--- config.mk ---
export PLATFORM = sky130hd
export DESIGN_NAME = screen_text_reveal
export DESIGN_NICKNAME = d
export VERILOG_FILES = /design/src/rtl/screen_text_reveal_pkg.sv /design/src/rtl/screen_reveal_ctrl.sv /design/src/rtl/screen_text_word.sv /design/src/rtl/screen_text_reveal.sv
export SDC_FILE = /design/constraint.sdc
export NUM_CORES = 1
export LEC_CHECK = 0
export BUFFER_PORTS_ARGS = -buffer_cell sky130_fd_sc_hd__buf_2
export CAP_MARGIN = 10
export CORE_UTILIZATION = 56
export DETAILED_ROUTE_END_ITERATION = 16
export GPL_ROUTABILITY_DRIVEN = 0
export HOLD_SLACK_MARGIN = 0.12
export PLACE_DENSITY = 0.95
export SYNTH_ARGS = -nofsm -noshare
export SYNTH_HDL_FRONTEND = slang
export SYNTH_SLANG_ARGS = --single-unit
--- constraint.sdc ---
create_clock -name clk -period 4 [get_ports clk]
set_input_delay 0.6 -clock clk [delete_from_list [all_inputs] [get_ports clk]]
set_output_delay 0.6 -clock clk [all_outputs]
set_load 0.01 [all_outputs]
--- src/rtl/screen_text_reveal_pkg.sv ---
// Shared types and screen layouts for the frame-synchronous text reveal screens.
// Line layouts are packed arrays so a whole screen can be passed as one parameter.
package screen_text_reveal_pkg;

    localparam int MAX_LINES = 8;
    localparam logic [7:0] COLOR_WHITE = 8'hFF;

    typedef struct packed {
        logic [10:0] top_left_x;
        logic [10:0] top_left_y;
        logic [3:0]  word_size;
        logic [3:0]  letters;
    } line_cfg_t;

    typedef line_cfg_t [MAX_LINES-1:0] line_cfg_arr_t;

    typedef enum logic [1:0] {
        IDLE   = 2'd0,
        REVEAL = 2'd1,
        HOLD   = 2'd2
    } reveal_state_t;

    // Word colour per line index; index 0 is the rightmost entry.
    localparam logic [MAX_LINES-1:0][7:0] LINE_COLORS =
        {8'h92, 8'h6D, 8'hFC, 8'h1F, 8'hE3, 8'h03, 8'h1C, 8'hE0};

    function automatic line_cfg_t mk_line(input int x, input int y, input int size, input int letters);
        line_cfg_t c;
        c.top_left_x = 11'(x);
        c.top_left_y = 11'(y);
        c.word_size  = 4'(size);
        c.letters    = 4'(letters);
        return c;
    endfunction

    function automatic line_cfg_arr_t welcome_lines();
        line_cfg_arr_t a;
        a    = '0;
        a[0] = mk_line(200, 120, 15, 7);
        a[1] = mk_line(260, 220, 12, 2);
        a[2] = mk_line(180, 320, 10, 12);
        return a;
    endfunction

    function automatic line_cfg_arr_t gameover_lines();
        line_cfg_arr_t a;
        a    = '0;
        a[0] = mk_line(220, 160, 15, 4);
        a[1] = mk_line(220, 240, 15, 4);
        a[2] = mk_line(170, 340, 10, 13);
        return a;
    endfunction

    localparam line_cfg_arr_t WELCOME_LINES  = welcome_lines();
    localparam line_cfg_arr_t GAMEOVER_LINES = gameover_lines();

endpackage

--- src/rtl/screen_reveal_ctrl.sv ---
// Reveal sequencer: IDLE/REVEAL/HOLD FSM, frame and blink counters and skip latch.
// All progress happens on start-of-frame cycles so a frame is never redrawn half-changed.
module screen_reveal_ctrl
    import screen_text_reveal_pkg::*;
#(
    parameter int NUM_LINES       = 3,
    parameter int FRAMES_PER_LINE = 30,
    parameter bit BLINK_EN        = 1'b1,
    parameter int BLINK_LINE      = NUM_LINES - 1,
    parameter int BLINK_FRAMES    = 32
) (
    input  logic                 clk,
    input  logic                 resetN,
    input  logic                 startOfFrame,
    input  logic                 enable,
    input  logic                 skip,
    output logic [NUM_LINES-1:0] lineVisible,
    output logic                 revealDone
);

    localparam int FW = (FRAMES_PER_LINE > 1) ? $clog2(FRAMES_PER_LINE) : 1;
    localparam int BW = (BLINK_FRAMES > 1) ? $clog2(BLINK_FRAMES) : 1;
    localparam int VW = $clog2(NUM_LINES + 1);

    localparam logic [FW-1:0] FRAME_LAST = FW'(FRAMES_PER_LINE - 1);
    localparam logic [BW-1:0] BLINK_LAST = BW'(BLINK_FRAMES - 1);
    localparam logic [VW-1:0] LINES_ALL  = VW'(NUM_LINES);

    reveal_state_t state_q;
    logic [FW-1:0] frame_cnt_q;
    logic [BW-1:0] blink_cnt_q;
    logic [VW-1:0] vis_lines_q;
    logic          blink_on_q;
    logic          skip_pend_q;
    logic          reveal_done_q;

    // Sequencer state, counters and skip latch; enable low clears everything.
    always_ff @(posedge clk or negedge resetN) begin
        if (!resetN) begin
            state_q       <= IDLE;
            frame_cnt_q   <= '0;
            blink_cnt_q   <= '0;
            vis_lines_q   <= '0;
            blink_on_q    <= 1'b1;
            skip_pend_q   <= 1'b0;
            reveal_done_q <= 1'b0;
        end else if (!enable) begin
            state_q       <= IDLE;
            frame_cnt_q   <= '0;
            blink_cnt_q   <= '0;
            vis_lines_q   <= '0;
            blink_on_q    <= 1'b1;
            skip_pend_q   <= 1'b0;
            reveal_done_q <= 1'b0;
        end else begin
            case (state_q)
                IDLE: begin
                    if (startOfFrame) begin
                        frame_cnt_q <= '0;
                        vis_lines_q <= VW'(1);
                        if (NUM_LINES == 1) begin
                            state_q       <= HOLD;
                            blink_cnt_q   <= '0;
                            blink_on_q    <= 1'b1;
                            reveal_done_q <= 1'b1;
                        end else begin
                            state_q <= REVEAL;
                        end
                    end
                end
                REVEAL: begin
                    if (startOfFrame) begin
                        if (skip_pend_q || skip) begin
                            vis_lines_q   <= LINES_ALL;
                            skip_pend_q   <= 1'b0;
                            state_q       <= HOLD;
                            blink_cnt_q   <= '0;
                            blink_on_q    <= 1'b1;
                            reveal_done_q <= 1'b1;
                        end else if (frame_cnt_q == FRAME_LAST) begin
                            frame_cnt_q <= '0;
                            vis_lines_q <= vis_lines_q + VW'(1);
                            if ((vis_lines_q + VW'(1)) == LINES_ALL) begin
                                state_q       <= HOLD;
                                blink_cnt_q   <= '0;
                                blink_on_q    <= 1'b1;
                                reveal_done_q <= 1'b1;
                            end
                        end else begin
                            frame_cnt_q <= frame_cnt_q + FW'(1);
                        end
                    end else if (skip) begin
                        skip_pend_q <= 1'b1;
                    end
                end
                HOLD: begin
                    if (startOfFrame) begin
                        if (blink_cnt_q == BLINK_LAST) begin
                            blink_cnt_q <= '0;
                            blink_on_q  <= ~blink_on_q;
                        end else begin
                            blink_cnt_q <= blink_cnt_q + BW'(1);
                        end
                    end
                end
                default: begin
                    state_q       <= IDLE;
                    frame_cnt_q   <= '0;
                    blink_cnt_q   <= '0;
                    vis_lines_q   <= '0;
                    blink_on_q    <= 1'b1;
                    skip_pend_q   <= 1'b0;
                    reveal_done_q <= 1'b0;
                end
            endcase
        end
    end

    // Visibility mask decoded from registered state only; the blink line is gated in HOLD.
    always_comb begin
        lineVisible = '0;
        for (int i = 0; i < NUM_LINES; i++) begin
            if (VW'(i) < vis_lines_q) begin
                if (BLINK_EN && (i == BLINK_LINE) && (state_q == HOLD)) begin
                    lineVisible[i] = blink_on_q;
                end else begin
                    lineVisible[i] = 1'b1;
                end
            end else begin
                lineVisible[i] = 1'b0;
            end
        end
    end

    assign revealDone = reveal_done_q;

endmodule

--- src/rtl/screen_text_word.sv ---
// Single text line: flags pixels inside the word's bounding box and supplies its colour.
// Purely combinational, so the pixel path adds no latency.
module screen_text_word
    import screen_text_reveal_pkg::*;
#(
    parameter line_cfg_t  CFG   = '0,
    parameter logic [7:0] COLOR = 8'hE0
) (
    input  logic [10:0] pixelX,
    input  logic [10:0] pixelY,
    output logic        drawWord,
    output logic [7:0]  RGBWord
);

    localparam int         WIDTH = int'(CFG.word_size) * int'(CFG.letters);
    localparam logic [11:0] X0   = {1'b0, CFG.top_left_x};
    localparam logic [11:0] Y0   = {1'b0, CFG.top_left_y};
    localparam logic [11:0] X1   = 12'(int'(CFG.top_left_x) + WIDTH);
    localparam logic [11:0] Y1   = 12'(int'(CFG.top_left_y) + int'(CFG.word_size));

    // Bounding-box hit test against the half-open box [X0,X1) x [Y0,Y1).
    always_comb begin
        if (({1'b0, pixelX} >= X0) && ({1'b0, pixelX} < X1) &&
            ({1'b0, pixelY} >= Y0) && ({1'b0, pixelY} < Y1)) begin
            drawWord = 1'b1;
        end else begin
            drawWord = 1'b0;
        end
    end

    assign RGBWord = COLOR;

endmodule

--- src/rtl/screen_text_reveal.sv ---
// Configurable multi-line text screen: lines appear one by one on frame boundaries,
// then an optional prompt line blinks; lowest-index visible line wins on overlap.
module screen_text_reveal
    import screen_text_reveal_pkg::*;
#(
    parameter int            NUM_LINES       = 3,
    parameter line_cfg_arr_t LINE_CFG        = WELCOME_LINES,
    parameter int            FRAMES_PER_LINE = 30,
    parameter bit            BLINK_EN        = 1'b1,
    parameter int            BLINK_LINE      = NUM_LINES - 1,
    parameter int            BLINK_FRAMES    = 32,
    parameter logic [7:0]    BG_COLOR        = COLOR_WHITE
) (
    input  logic        clk,
    input  logic        resetN,
    input  logic [10:0] pixelX,
    input  logic [10:0] pixelY,
    input  logic        startOfFrame,
    input  logic        enable,
    input  logic        skip,
    output logic [7:0]  RGB_screen,
    output logic        revealDone
);

    logic [NUM_LINES-1:0]      line_visible_s;
    logic [NUM_LINES-1:0]      draw_s;
    logic [NUM_LINES-1:0][7:0] word_rgb_s;
    logic [7:0]                rgb_s;

    screen_reveal_ctrl #(
        .NUM_LINES      (NUM_LINES),
        .FRAMES_PER_LINE(FRAMES_PER_LINE),
        .BLINK_EN       (BLINK_EN),
        .BLINK_LINE     (BLINK_LINE),
        .BLINK_FRAMES   (BLINK_FRAMES)
    ) u_ctrl (
        .clk         (clk),
        .resetN      (resetN),
        .startOfFrame(startOfFrame),
        .enable      (enable),
        .skip        (skip),
        .lineVisible (line_visible_s),
        .revealDone  (revealDone)
    );

    for (genvar g = 0; g < NUM_LINES; g++) begin : g_word
        screen_text_word #(
            .CFG  (LINE_CFG[g]),
            .COLOR(LINE_COLORS[g])
        ) u_word (
            .pixelX  (pixelX),
            .pixelY  (pixelY),
            .drawWord(draw_s[g]),
            .RGBWord (word_rgb_s[g])
        );
    end

    // Priority composer: scanning from the top index down lets line 0 overwrite last.
    always_comb begin
        rgb_s = BG_COLOR;
        for (int i = NUM_LINES - 1; i >= 0; i--) begin
            rgb_s = (line_visible_s[i] && draw_s[i]) ? word_rgb_s[i] : rgb_s;
        end
    end

    assign RGB_screen = rgb_s;

endmodule

### Word-level counts from Yosys, hierarchy flattened

Cells that the tools add are included.

* reductions and logical operators: 22
* shift operators: 0
* div/mod/pow operators: 0
* multiply operators: 0
* order comparisons: 15
* multiplexer cells: 51
* equality and inequality tests: 17
* bitwise operators: 1
* add/sub/neg operators: 3

Operators by type and width (number)
* $mux 5: 12
* $lt 11x9->1 const B: 4
* $ge 11x8->1 const B: 3
* $pmux 5 s3: 2
* $mux 8: 3
* $ge 11x9->1 const B: 2
* $lt 11x8->1 const B: 2
* $mux 2: 10
* $mux 1: 19
* $logic_and 1x1->1: 12
* $ne 3x3->1 const B: 4
* $pmux 2 s3: 2
* $reduce_and 4->1: 3
* $ge 11x7->1 const B: 1
* $add 5x1->5 const B: 2
* $eq 5x5->1 const B: 2
* $reduce_and 5->1: 2
* $ne 4x2->1 const B: 2
* $ne 2x2->1 const B: 3
* $reduce_and 6->1: 1
* $eq 2x2->1 const B: 2
* $lt 1x2->1 const A: 2
* $ne 4x3->1 const B: 1
* $ne 4x4->1 const B: 1
* other kinds (11): 12

* register bits after elaboration: 17
* logic and storage cells: 116
* input bits: 27
* output and inout bits: 9
* memories: 0
* RAM bits: 0
* bits in latches: 0
* memory bits (read-only): 0

### Logic depth before layout (Yosys ltp)

Gate-level depths: netlist of the first run.

* depth in word-level cells: 9
* gate-level depth with buffers: 7
* gate-level depth less buffers: 7

### Cells and area by module

From an unflattened synthesis of the first run, not the netlist that was laid out.

* cells, all modules: 219
* area total of the unflattened synthesis: 1809.2 sq um

By module, submodules not included
* screen_reveal_ctrl: area an instance 1108.6 sq um, seq. area each 426.7 sq um, times used 1, cells an instance 114
* screen_text_reveal: area an instance 235.2 sq um, seq. area each 0.0 sq um, times used 1, cells an instance 39
* screen_text_word at g_word[0].u_word: area an instance 162.7 sq um, seq. area each 0.0 sq um, times used 1, cells an instance 24
* screen_text_word at g_word[2].u_word: area an instance 161.4 sq um, seq. area each 0.0 sq um, times used 1, cells an instance 23
* screen_text_word at g_word[1].u_word: area an instance 141.4 sq um, seq. area each 0.0 sq um, times used 1, cells an instance 19

### Worst setup path after synthesis of the first run

No wires, ideal clock.

* path kind: in2out
* start: in pixelX[9]
* end: out RGB_screen[6]
* buffers on the path: 1
* stages: 5
* data required time: 3.400 ns
* slack: 1.351 ns
* arrival time: 2.049 ns
* path through: or4_4 -> or2_0 -> a2111oi_2 -> nor2_1 -> buf_4

* longest elaborated chain between the ends: 9
* elaborated cells on any way between the ends: 24
* classes of those cells: order compare: 6; mux: 6; reduce/logical: 12

Ends and longest elaborated chain
* start: declaration: line screen_text_reveal.sv:16 `input logic [10:0] pixelX,`
* $ge 11x8->1 or $lt 11x9->1 (tied branches): line screen_text_word.sv:23 `if (({1'b0, pixelX} >= X0) && ({1'b0, pixelX} < X1) &&`
* $logic_and 1x1->1 (2 in a row): line screen_text_word.sv:23
* $logic_and 1x1->1: line screen_text_word.sv:24 `({1'b0, pixelY} >= Y0) && ({1'b0, pixelY} < Y1)) begin`
* $mux 1: line screen_text_word.sv:23
* $logic_and 1x1->1: line screen_text_reveal.sv:62 `rgb_s = (line_visible_s[i] && draw_s[i]) ? word_rgb_s[i] : rgb_s;`
* $mux 8 (2 in a row): line screen_text_reveal.sv:62
* $mux 8 *: line screen_text_reveal.sv:62
* end: declaration: line screen_text_reveal.sv:21 `output logic [7:0] RGB_screen,`

Mark *: on every way between the ends. The rest lies on a longest branch, timed or not.

### Worst setup path in the final report of the first run

* start: in pixelX[9]
* end: out RGB_screen[5]

Same word-level chain as after synthesis.

==> impl_metrics.yaml, run 1 <==
layout:
  final_area_um2: 1510
  fill_cells: 185
  postLayoutCoreUtil_pct: 68.0
  syn_to_final_growth_pct: 13.9
  drive_gt1_share_pct: 24.3
  multi_input_area_um2: 816
  insertedDiodeCount: 0
  seq_area_um2: 427
  finalNetCount: 224
sta:
  worst_slack_ps: 1210
  finClkSkew_ps: 7.95
  setup_tns_ps: 0
  fin_crit_sh_pct: 69.7
  finalHoldViolCount: 0
  rsz0062_at_grt: "false"
  relSlewSlack_pct: 68.4
  period_minus_slack_ps: 2790
  worst_pin_slew_ps: 474
  setup_viol: 0
  fmax_mhz: 359
  drv_slew: 0
grt:
  grt_pass1_vias: 1230
  globalRouteTotalUtil_pct: 25.2
  grt-ovfl-total: 0
  grt_max_degree: 19
  antenna_found_initial: 0
  grt_pass1_wl_um: 4860
route:
  initialDrtViolationCount: 32
  routedWlPerCell_um: 13.8
  ant_nets: 0
  dr.pass1.iters: 4
  viasPerCell: 6.17
  wl_um: 2980
  route.vias.total: 1338
  drcViolationCount: 0
setup_path:
  crit_type: "primary input to primary output"
  critPathCaptureType: "primary output"
  startpoint_type: "primary input"
  worstPathMaxFanout: 3
  rrSetupSlack_ps: 2180
  worstPathRequired_ps: 3400
  cp.arrival_ps: 2190
synth:
  synth_xor_area_share_pct: 0.663
  syn_inst: 159
  yosysWarnings: 0
  post_synth.cell_area_avg_um2: 8.31
  synth_nets: 193
  synth_area_leaders: "dfrtp_1, ha_1, o21ai_0, nand2_1, nor2_1"
  synthAdderAreaFrac_pct: 6.63
  synth_compound_area_share_pct: 21.5
  async_flop_share_pct: 100
  synth_top_area_share_pct: 30.3
  synth_edf_count: 0
  ys.flop_type: "dfrtp_1"
  yosys.area_share.simple_pct: 29.8
  syn-cell-area_um2: 1320
  synth-seq-cells: 17
  synth_area_leader_cell: "dfrtp_1"
  seq_area_frac_synth_pct: 32.3
  synthDistinctLibCells: 47
  synth_top_family_by_area: "simple AND/OR/NAND/NOR gates"
  synthMuxAreaShare_pct: 3.13
die:
  rows: 17
  chipWidth_um: 50.6
  io-pin-count: 36
  dieArea_um2: 2560
  core-area_um2: 2210
  die_h_um: 50.6
  start_util_pct: 59.7
cts:
  holdBufCountCts: 0
  clock-root-buffer: "clkbuf_4"
  cts_tree: "built"
  htreeDepth: 1
  post_cts_resized: 0
  postCtsSetupRepairBufs: 0
  cts_made_buffers: 3
  clock_latency_ps: 290
  clkSlewWorstSetupHoldPaths_ps: 100
  cts_buffer_depth: 2
  clock-sinks: 17
flow_run:
  cap_violations: 0
power_and_ir_drop:
  power_frac_seq_pct: 48.9
  intPower_uw: 294
  vdd_drop_max_mv: 0.227
  switchingPower_uw: 172
  p_per_area_nw_per_um2: 310
  sw_frac_of_total_pct: 37.0
  leakage_uw: 0.000678
  p_clk_share_pct: 19.8
  comb_power_share_pct: 31.3
status:
  status: "completed"
placement:
  detailed_place_hpwl_um: 2340
  place_ws_ps: 1220
  dpl-instance-area_um2: 1480
  io_buffers: 35
hold_path:
  hold_class: "primary input to asynchronous set/reset pin"
worst paths after layout:
check / depth (start not counted) / from / to
worst min register to register: 1 / u_ctrl.blink_cnt_q[0]$_DFFE_PN0P_ / u_ctrl.blink_cnt_q[0]$_DFFE_PN0P_
max in group asynchronous: 1 / resetN / u_ctrl.blink_on_q$_DFFE_PN1P_
worst max register to register: 4 / u_ctrl.state_q[0]$_DFFE_PN0P_ / u_ctrl.state_q[0]$_DFFE_PN0P_
worst max-delay path: 6 / pixelX[9] / RGB_screen[5]
min in group clk: 1 / u_ctrl.blink_cnt_q[0]$_DFFE_PN0P_ / u_ctrl.blink_cnt_q[0]$_DFFE_PN0P_
worst min-delay path: 1 / resetN / u_ctrl.blink_cnt_q[3]$_DFFE_PN0P_
worst max-delay path, stage by stage:
cell       delay, ps
buf_2            100
or4_4            540
or2_0            260
a2111oi_2        400
nor2_1           130
buf_2            160
placed cells by master (no fill, tap or decap), types with 2 or more instances in the layout:
master	n
a21oi_1	8
a311oi_1	2
and3_1	2
and4_1	2
buf_2	35
clkbuf_4	3
dfrtp_1	16
ha_1	7
inv_1	7
mux2i_1	3
nand2_1	13
nand2b_1	6
nand3_1	7
nand4_1	3
nor2_1	13
nor2b_1	3
nor3_1	5
nor3b_1	2
o211a_1	2
o21a_1	2
o21ai_0	17
o22ai_1	2
or2_2	2
or3_1	3
Yosys cell counts (3+ instances only):
cell type  instances
dfrtp_1           16
clkbuf_1           4
ha_1               7
nand2_1           13
nand4_1            3
nor2_1            13
nand2b_1           6
o21ai_0           17
nor3_1             5
or3_1              3
inv_1              7
nor2b_1            3
nand3_1            7
mux2i_1            3
a21oi_1            8
buf_4              5
power by group through the flow:
| stage | Clock (uW) | Sequential (uW) | Combinational (uW) |
|---|---|---|---|
| 5_1_grt | 102 | 233 | 164 |
| 2_1_floorplan | 0 | 210 | 115 |
| 3_3_place_gp | 0 | 228 | 136 |
| 4_1_cts | 95.3 | 227 | 145 |
| 3_5_place_dp | 0 | 231 | 144 |
| 6_report | 92.5 | 228 | 146 |
cell type report:
cell class | instances | share of cell area, %
Sequential cell | 17 | 28.3
Tap cell | 28 | 2.33
Inverter | 7 | 1.75
Timing Repair Buffer | 35 | 11.6
Multi-Input combinational cell | 126 | 54.2
Clock buffer | 4 | 1.75
stage by stage:
stage	cells	hold WS, ps	power (uW)
final	217	204	466
after global routing	217	228	499
after global placement	213	492	364
after CTS	217	210	467
after floorplan	159	304	325
after detailed placement	213	509	375
sequential cells by signal, indices dropped and copies added, names as in the netlist:
register and flops:
u_ctrl.blink_cnt_q 5, u_ctrl.blink_on_q 1, u_ctrl.frame_cnt_q 5, u_ctrl.revealDone 1, u_ctrl.skip_pend_q 1, u_ctrl.state_q 2
u_ctrl.vis_lines_q 2
cell families (layout without fill, tap and decap cells):
family | after synthesis | after routing
xor+xnor | 1 | 1
fa+ha+maj | 7 | 7
buf+inv | 16 | 46
compound gates | 43 | 43
flops | 17 | 17
simple gates | 71 | 71
mux | 4 | 4
metal layers:
layer  GRT usage (%)  routed length [um]
met1            28.5                1320
met2            46.0                1440
met5               0                   0
met3            1.52                 175
met4            15.3                  53
(Power assumes the default switching activity.)
==> run 2: changes to the inputs <==
--- a/config.mk
+++ b/config.mk
@@ -7,11 +7,11 @@
 export LEC_CHECK = 0
 export BUFFER_PORTS_ARGS = -buffer_cell sky130_fd_sc_hd__buf_2
 export CAP_MARGIN = 10
-export CORE_UTILIZATION = 56
+export CORE_UTILIZATION = 52
 export DETAILED_ROUTE_END_ITERATION = 16
 export GPL_ROUTABILITY_DRIVEN = 0
 export HOLD_SLACK_MARGIN = 0.12
-export PLACE_DENSITY = 0.95
+export PLACE_DENSITY = 0.9
 export SYNTH_ARGS = -nofsm -noshare
 export SYNTH_HDL_FRONTEND = slang
 export SYNTH_SLANG_ARGS = --single-unit
==> constraint.sdc (replaced) <==
create_clock -name clk -period 2.7 [get_ports clk]
set_input_delay 0.405 -clock clk [delete_from_list [all_inputs] [get_ports clk]]
set_output_delay 0.405 -clock clk [all_outputs]
set_load 0.01 [all_outputs]
==> run 2 against run 1 <==
Compared with the run above: combinational power grew 49%; global-route usage shrank 1.7 points; count of clock-buffer cells in the layout is the same; die area grew 7.4%; clock skew shrank 3.5 ps; non-clock buffer count grew 1; routed wire length shrank 1.7%; sequential share of layout area shrank 0.19 points; power grew 48%; critical path type unchanged; largest power group unchanged; highest routed layer unchanged.
==> impl_metrics.yaml, run 2 (synthesized netlist as in run 1, its figures left out) <==
power_and_ir_drop:
  comb_power_share_pct: 31.4
  leakage_uw: 0.000682
  p_clk_share_pct: 19.9
  vdd_drop_max_mv: 0.412
  sw_frac_of_total_pct: 36.8
  intPower_uw: 437
  p_per_area_nw_per_um2: 456
  power_frac_seq_pct: 48.7
  switchingPower_uw: 255
grt:
  grt-ovfl-total: 0
  grt_pass1_wl_um: 4790
  grt_pass1_vias: 1194
  antenna_found_initial: 0
  globalRouteTotalUtil_pct: 23.6
  grt_max_degree: 19
sta:
  finalHoldViolCount: 0
  period_minus_slack_ps: 2390
  setup_tns_ps: 0
  fin_crit_sh_pct: 88.4
  fmax_mhz: 419
  worst_pin_slew_ps: 510
  setup_viol: 0
  relSlewSlack_pct: 66.0
  timing.hold.ws_ps: 360
  rsz0062_at_grt: "false"
  drv_slew: 0
  finClkSkew_ps: 4.49
die:
  die_h_um: 52.4
  start_util_pct: 57.5
  chipWidth_um: 52.4
  core-area_um2: 2300
  dieArea_um2: 2750
  rows: 17
  io-pin-count: 36
setup_path:
  crit_top_cell: "buf_2"
  critPathCaptureType: "primary output"
  worstPathRequired_ps: 2300
  cp.arrival_ps: 1980
  startpoint_type: "primary input"
  cp_top_family: "simple AND/OR/NAND/NOR gates"
  max_stage_delay_ps: 540
  crit_type: "primary input to primary output"
  worstPathCellList: "buf_2 -> or4_4 -> nor3b_1 -> nor4b_1 -> nor2_1 -> buf_2"
  r2r-start: "u_ctrl.state_q[0]$_DFFE_PN0P_"
  worstPathMaxFanout: 3
  crit_path_start: "pixelX[9]"
  cp_slowest_cell: "or4_4"
  critPathBufInv: 2
cts:
  clock_latency_ps: 300
  cts_buffer_depth: 2
  htreeDepth: 1
  clkSlewWorstSetupHoldPaths_ps: 90
  clock-root-buffer: "clkbuf_4"
  postCtsSetupRepairBufs: 0
  clock-sinks: 17
  cts_made_buffers: 3
  cts_tree: "built"
route:
  ant_nets: 0
  dr.pass1.iters: 4
  wl_um: 2930
  viasPerCell: 6.02
  route.vias.total: 1312
  initialDrtViolationCount: 29
  routedWlPerCell_um: 13.5
  drcViolationCount: 0
flow_run:
  cap_violations: 0
layout:
  syn_to_final_growth_pct: 14.7
  top_regs: "u_ctrl.blink_cnt_q (5), u_ctrl.frame_cnt_q (5)"
  layout_common_cells: "buf_2, o21ai_0, dfrtp_1"
  insertedDiodeCount: 0
  layout_commonest_cell: "buf_2"
  finalNetCount: 225
  drive_gt1_share_pct: 24.2
  postLayoutCoreUtil_pct: 66.0
hold_path:
  hold_class: "primary input to register"
  min_from: "enable"
placement:
  io_buffers: 35
  detailed_place_hpwl_um: 2260
status:
  status: "completed"
[run 2: cell types whose count changed in the layout (fill, tap and decap cells not counted)]
| cell | previous run | this run |
|---|---|---|
| dlygate4sd3_1 | 0 | 1 |
[run 2: per-stage QoR]
| stage | cells | instance area (um^2) | total power (uW) | worst slack (ps) |
|---|---|---|---|---|
| global route | 218 | 1520 | 741 | 206 |
| CTS | 218 | 1520 | 692 | 313 |
| floorplan | 159 | 1320 | 482 | 441 |
| global placement | 213 | 1480 | 541 | 363 |
| finish | 218 | 1520 | 692 | 312 |
| detailed placement | 213 | 1480 | 553 | 311 |
[run 2: path summary, 6_finish.rpt]
check / slack, ps / cells past startpoint / to
setup / recovery: 310 / 6 / RGB_screen[6]
min in group asynchronous: 540 / 2 / u_ctrl.state_q[1]$_DFFE_PN0P_
hold reg to reg: 530 / 1 / u_ctrl.revealDone$_DFFE_PN0P_
setup reg to reg: 890 / 4 / u_ctrl.state_q[0]$_DFFE_PN0P_
hold / removal: 360 / 3 / u_ctrl.skip_pend_q$_DFFE_PN0P_
max in group asynchronous: 1850 / 2 / u_ctrl.blink_on_q$_DFFE_PN1P_
[run 2: layer usage]
layer | GRT usage [%] | vias to the layer above | part of all wire (%)
li1 | - | 644 | -
met1 | 27.0 | 601 | 45
met2 | 42.6 | 60 | 46
met3 | 2.90 | 7 | 6.9
met4 | 11.4 | 0 | 2.5
met5 | 0 | - | 0
[run 2: layout make-up]
class / count / area (um^2)
multi-input combinational: 126 / 816
inverter: 7 / 26.3
timing repair buffer: 36 / 185
fill: 205 / 782
tap: 28 / 35.0
clock buffer: 4 / 26.3
sequential: 17 / 427
[run 2: worst register-to-register path, delay by kind of cell, from the launching register on]
kind,cells,cell delay (ps)
mux,1,380
compound gates,2,610
simple gates,1,90
flops,1,620
[run 2: power groups by stage]
stage | clock (uW) | combinational, uW | sequential [uW]
finish | 138 | 217 | 337
global route | 150 | 248 | 343
CTS | 141 | 215 | 336
detailed placement | 0 | 212 | 341
global placement | 0 | 203 | 338
floorplan | 0 | 171 | 311
[run 2: repair_timing]
action / CTS / global route
gates resized for setup: 0 / 0
endpoints found under the hold margin: 16 / 0
endpoints found under the setup margin: 0 / 0
hold buffers: 1 / 0
==> run 3: changes to the inputs <==
--- a/config.mk
+++ b/config.mk
@@ -7,11 +7,12 @@
 export LEC_CHECK = 0
 export BUFFER_PORTS_ARGS = -buffer_cell sky130_fd_sc_hd__buf_2
 export CAP_MARGIN = 10
-export CORE_UTILIZATION = 52
+export CORE_UTILIZATION = 56
 export DETAILED_ROUTE_END_ITERATION = 16
 export GPL_ROUTABILITY_DRIVEN = 0
 export HOLD_SLACK_MARGIN = 0.12
-export PLACE_DENSITY = 0.9
+export PLACE_DENSITY = 0.92
 export SYNTH_ARGS = -nofsm -noshare
 export SYNTH_HDL_FRONTEND = slang
+export SYNTH_HIERARCHICAL = 1
 export SYNTH_SLANG_ARGS = --single-unit
==> run 3 against run 2 <==
Compared with the run above: power fell by 6.1%; fmax is 0.94% higher; largest cell class unchanged; clock skew decreased by 2.0 ps; worst hold slack improved by 19 ps; critical path type unchanged; largest power group unchanged.
==> impl_metrics.yaml, run 3 <==
status:
  status: "completed"
power_and_ir_drop:
  p_clk_share_pct: 21.1
  p_total_uw: 650
  switchingPower_uw: 237
  intPower_uw: 412
  power_frac_seq_pct: 48.3
  vdd_drop_max_mv: 0.320
  comb_power_share_pct: 30.6
  p_per_area_nw_per_um2: 340
  leakage_uw: 0.000879
  sw_frac_of_total_pct: 36.5
grt:
  grt-ovfl-total: 0
  grt_pass1_wl_um: 5710
  antenna_found_initial: 0
  globalRouteTotalUtil_pct: 21.3
  grt_pass1_vias: 1396
  grt_max_degree: 18
synth:
  ys.flop_type: "dfrtp_1"
  synthDistinctLibCells: 61
  yosysWarnings: 6
  seq_area_frac_synth_pct: 23.6
  synth-seq-cells: 17
  syn-cell-area_um2: 1810
  synth_area_leader_cell: "dfrtp_1"
  synth_commonest_cells: "buf_4, o21ai_0, nand2_1"
  synth_edf_count: 0
  async_flop_share_pct: 100
  synth_top_area_share_pct: 22.1
  post_synth.cell_area_avg_um2: 8.26
  yosysMostFrequentCell: "buf_4"
  syn_inst: 219
  synth_area_leaders: "dfrtp_1, buf_4, o21ai_0, nor3_2, ha_1"
layout:
  layout_commonest_cell: "buf_2"
  fill_cells: 279
  top_regs: "u_ctrl/blink_cnt_q (5), u_ctrl/frame_cnt_q (5)"
  layout_common_cells: "buf_2, conb_1, o21ai_0"
  finalNetCount: 281
  insertedDiodeCount: 0
  drive_gt1_share_pct: 28.0
  syn_to_final_growth_pct: 5.60
die:
  core-area_um2: 3050
  die_h_um: 58.8
  chipWidth_um: 58.8
  start_util_pct: 59.3
  io-pin-count: 36
  dieArea_um2: 3460
  rows: 20
cts:
  clkSlewWorstSetupHoldPaths_ps: 90
  cts_made_buffers: 3
  holdBufCountCts: 1
  clock-root-buffer: "clkbuf_4"
  cts_buffer_depth: 2
  htreeDepth: 1
  postCtsSetupRepairBufs: 0
  cts_tree: "built"
  clock-sinks: 17
  post_cts_resized: 0
  clock_latency_ps: 290
setup_path:
  crit_type: "primary input to primary output"
  worstPathMaxFanout: 8
  worstPathRequired_ps: 2300
  cp.arrival_ps: 1960
  startpoint_type: "primary input"
  critPathCaptureType: "primary output"
sta:
  timing.hold.ws_ps: 379
  fmax_mhz: 423
  finalHoldViolCount: 0
  setup_tns_ps: 0
  period_minus_slack_ps: 2370
  finClkSkew_ps: 2.53
  worst_slack_ps: 334
  setup_viol: 0
  rsz0062_at_grt: "false"
  fin_crit_sh_pct: 87.6
  drv_slew: 0
route:
  initialDrtViolationCount: 94
  route.vias.total: 1578
  viasPerCell: 5.44
  drcViolationCount: 0
  ant_nets: 0
  routedWlPerCell_um: 12.1
  wl_um: 3510
  dr.pass1.iters: 4
placement:
  io_buffers: 35
  place_ws_ps: 311
  detailed_place_hpwl_um: 2730
hold_path:
  hold_class: "primary input to register"
flow_run:
  cap_violations: 0
## run 3: cell types whose count changed in the layout (fill, tap and decap cells not counted), sizes merged, moves of 5 or more
cell / change
conb: +24
nand2: +7
nand2b: -5
nor3: +7
o21ai: +17
## run 3: worst paths after layout
kind	startpoint	endpoint	slack, ps	cells past startpoint
worst max-delay path	pixelX[2]	RGB_screen[6]	330	8
worst min-delay path	enable	u_ctrl/blink_on_q$_DFFE_PN1P_	380	2
worst max register to register	u_ctrl/blink_cnt_q[0]$_DFFE_PN0P_	u_ctrl/blink_cnt_q[3]$_DFFE_PN0P_	860	7
worst min register to register	u_ctrl/revealDone$_DFFE_PN0P_	u_ctrl/revealDone$_DFFE_PN0P_	530	1
max in group asynchronous	resetN	u_ctrl/blink_on_q$_DFFE_PN1P_	1830	2
min in group asynchronous	resetN	u_ctrl/frame_cnt_q[0]$_DFFE_PN0P_	550	2
## run 3: final cells by class
cell class | instances | area, um^2 | share of cell area (%)
Tap cell | 44 | 55.1 | 2.88
Sequential cell | 17 | 427 | 22.3
Inverter | 9 | 33.8 | 1.77
Clock buffer | 4 | 26.3 | 1.38
Timing Repair Buffer | 37 | 193 | 10.1
Multi-Input combinational cell | 179 | 1180 | 61.6
## run 3: cell families after synthesis
group | synth area share (%)
AND/OR/NAND/NOR | 27.9
adder cells (fa/ha/maj) | 4.84
flip-flops | 23.6
buffers and inverters | 15.1
XOR/XNOR | 0.484
other | 1.24
multiplexers | 2.63
AO/OA/AOI/OAI | 24.1
## run 3: worst max-delay path, cell delays in order
cell,delay (ps)
buf_2,120
nor4_1,260
o21ai_0,150
a2111oi_2,400
and2_1,340
nand2_1,80
o21ai_1,70
buf_2,140
## run 3: power by group through the flow
| stage | logic (uW) | registers, uW | clock network, uW |
|---|---|---|---|
| floorplan | 182 | 297 | 0 |
| detailed placement | 195 | 318 | 0 |
| finish | 199 | 314 | 137 |
| CTS | 197 | 313 | 141 |
| global placement | 186 | 317 | 0 |
| global route | 223 | 318 | 151 |
## run 3: layer usage
layer  vias up  share of wire, %  track usage, %  routed length (um)
met4         0               2.0            11.2                  69
met5         -                 0               0                   0
met2        47                49            37.5                1740
met3         9               3.6            1.76                 128
met1       721                45            25.7                1580
li1        801                 -               -                   -
## run 3: per-stage QoR
step	area, um^2	util (%)	instances
detailed placement	1870	61.4	285
finish	1910	62.6	290
CTS	1910	62.6	290
global placement	1870	61.4	285
floorplan	1880	-	237
global route	1910	62.6	290
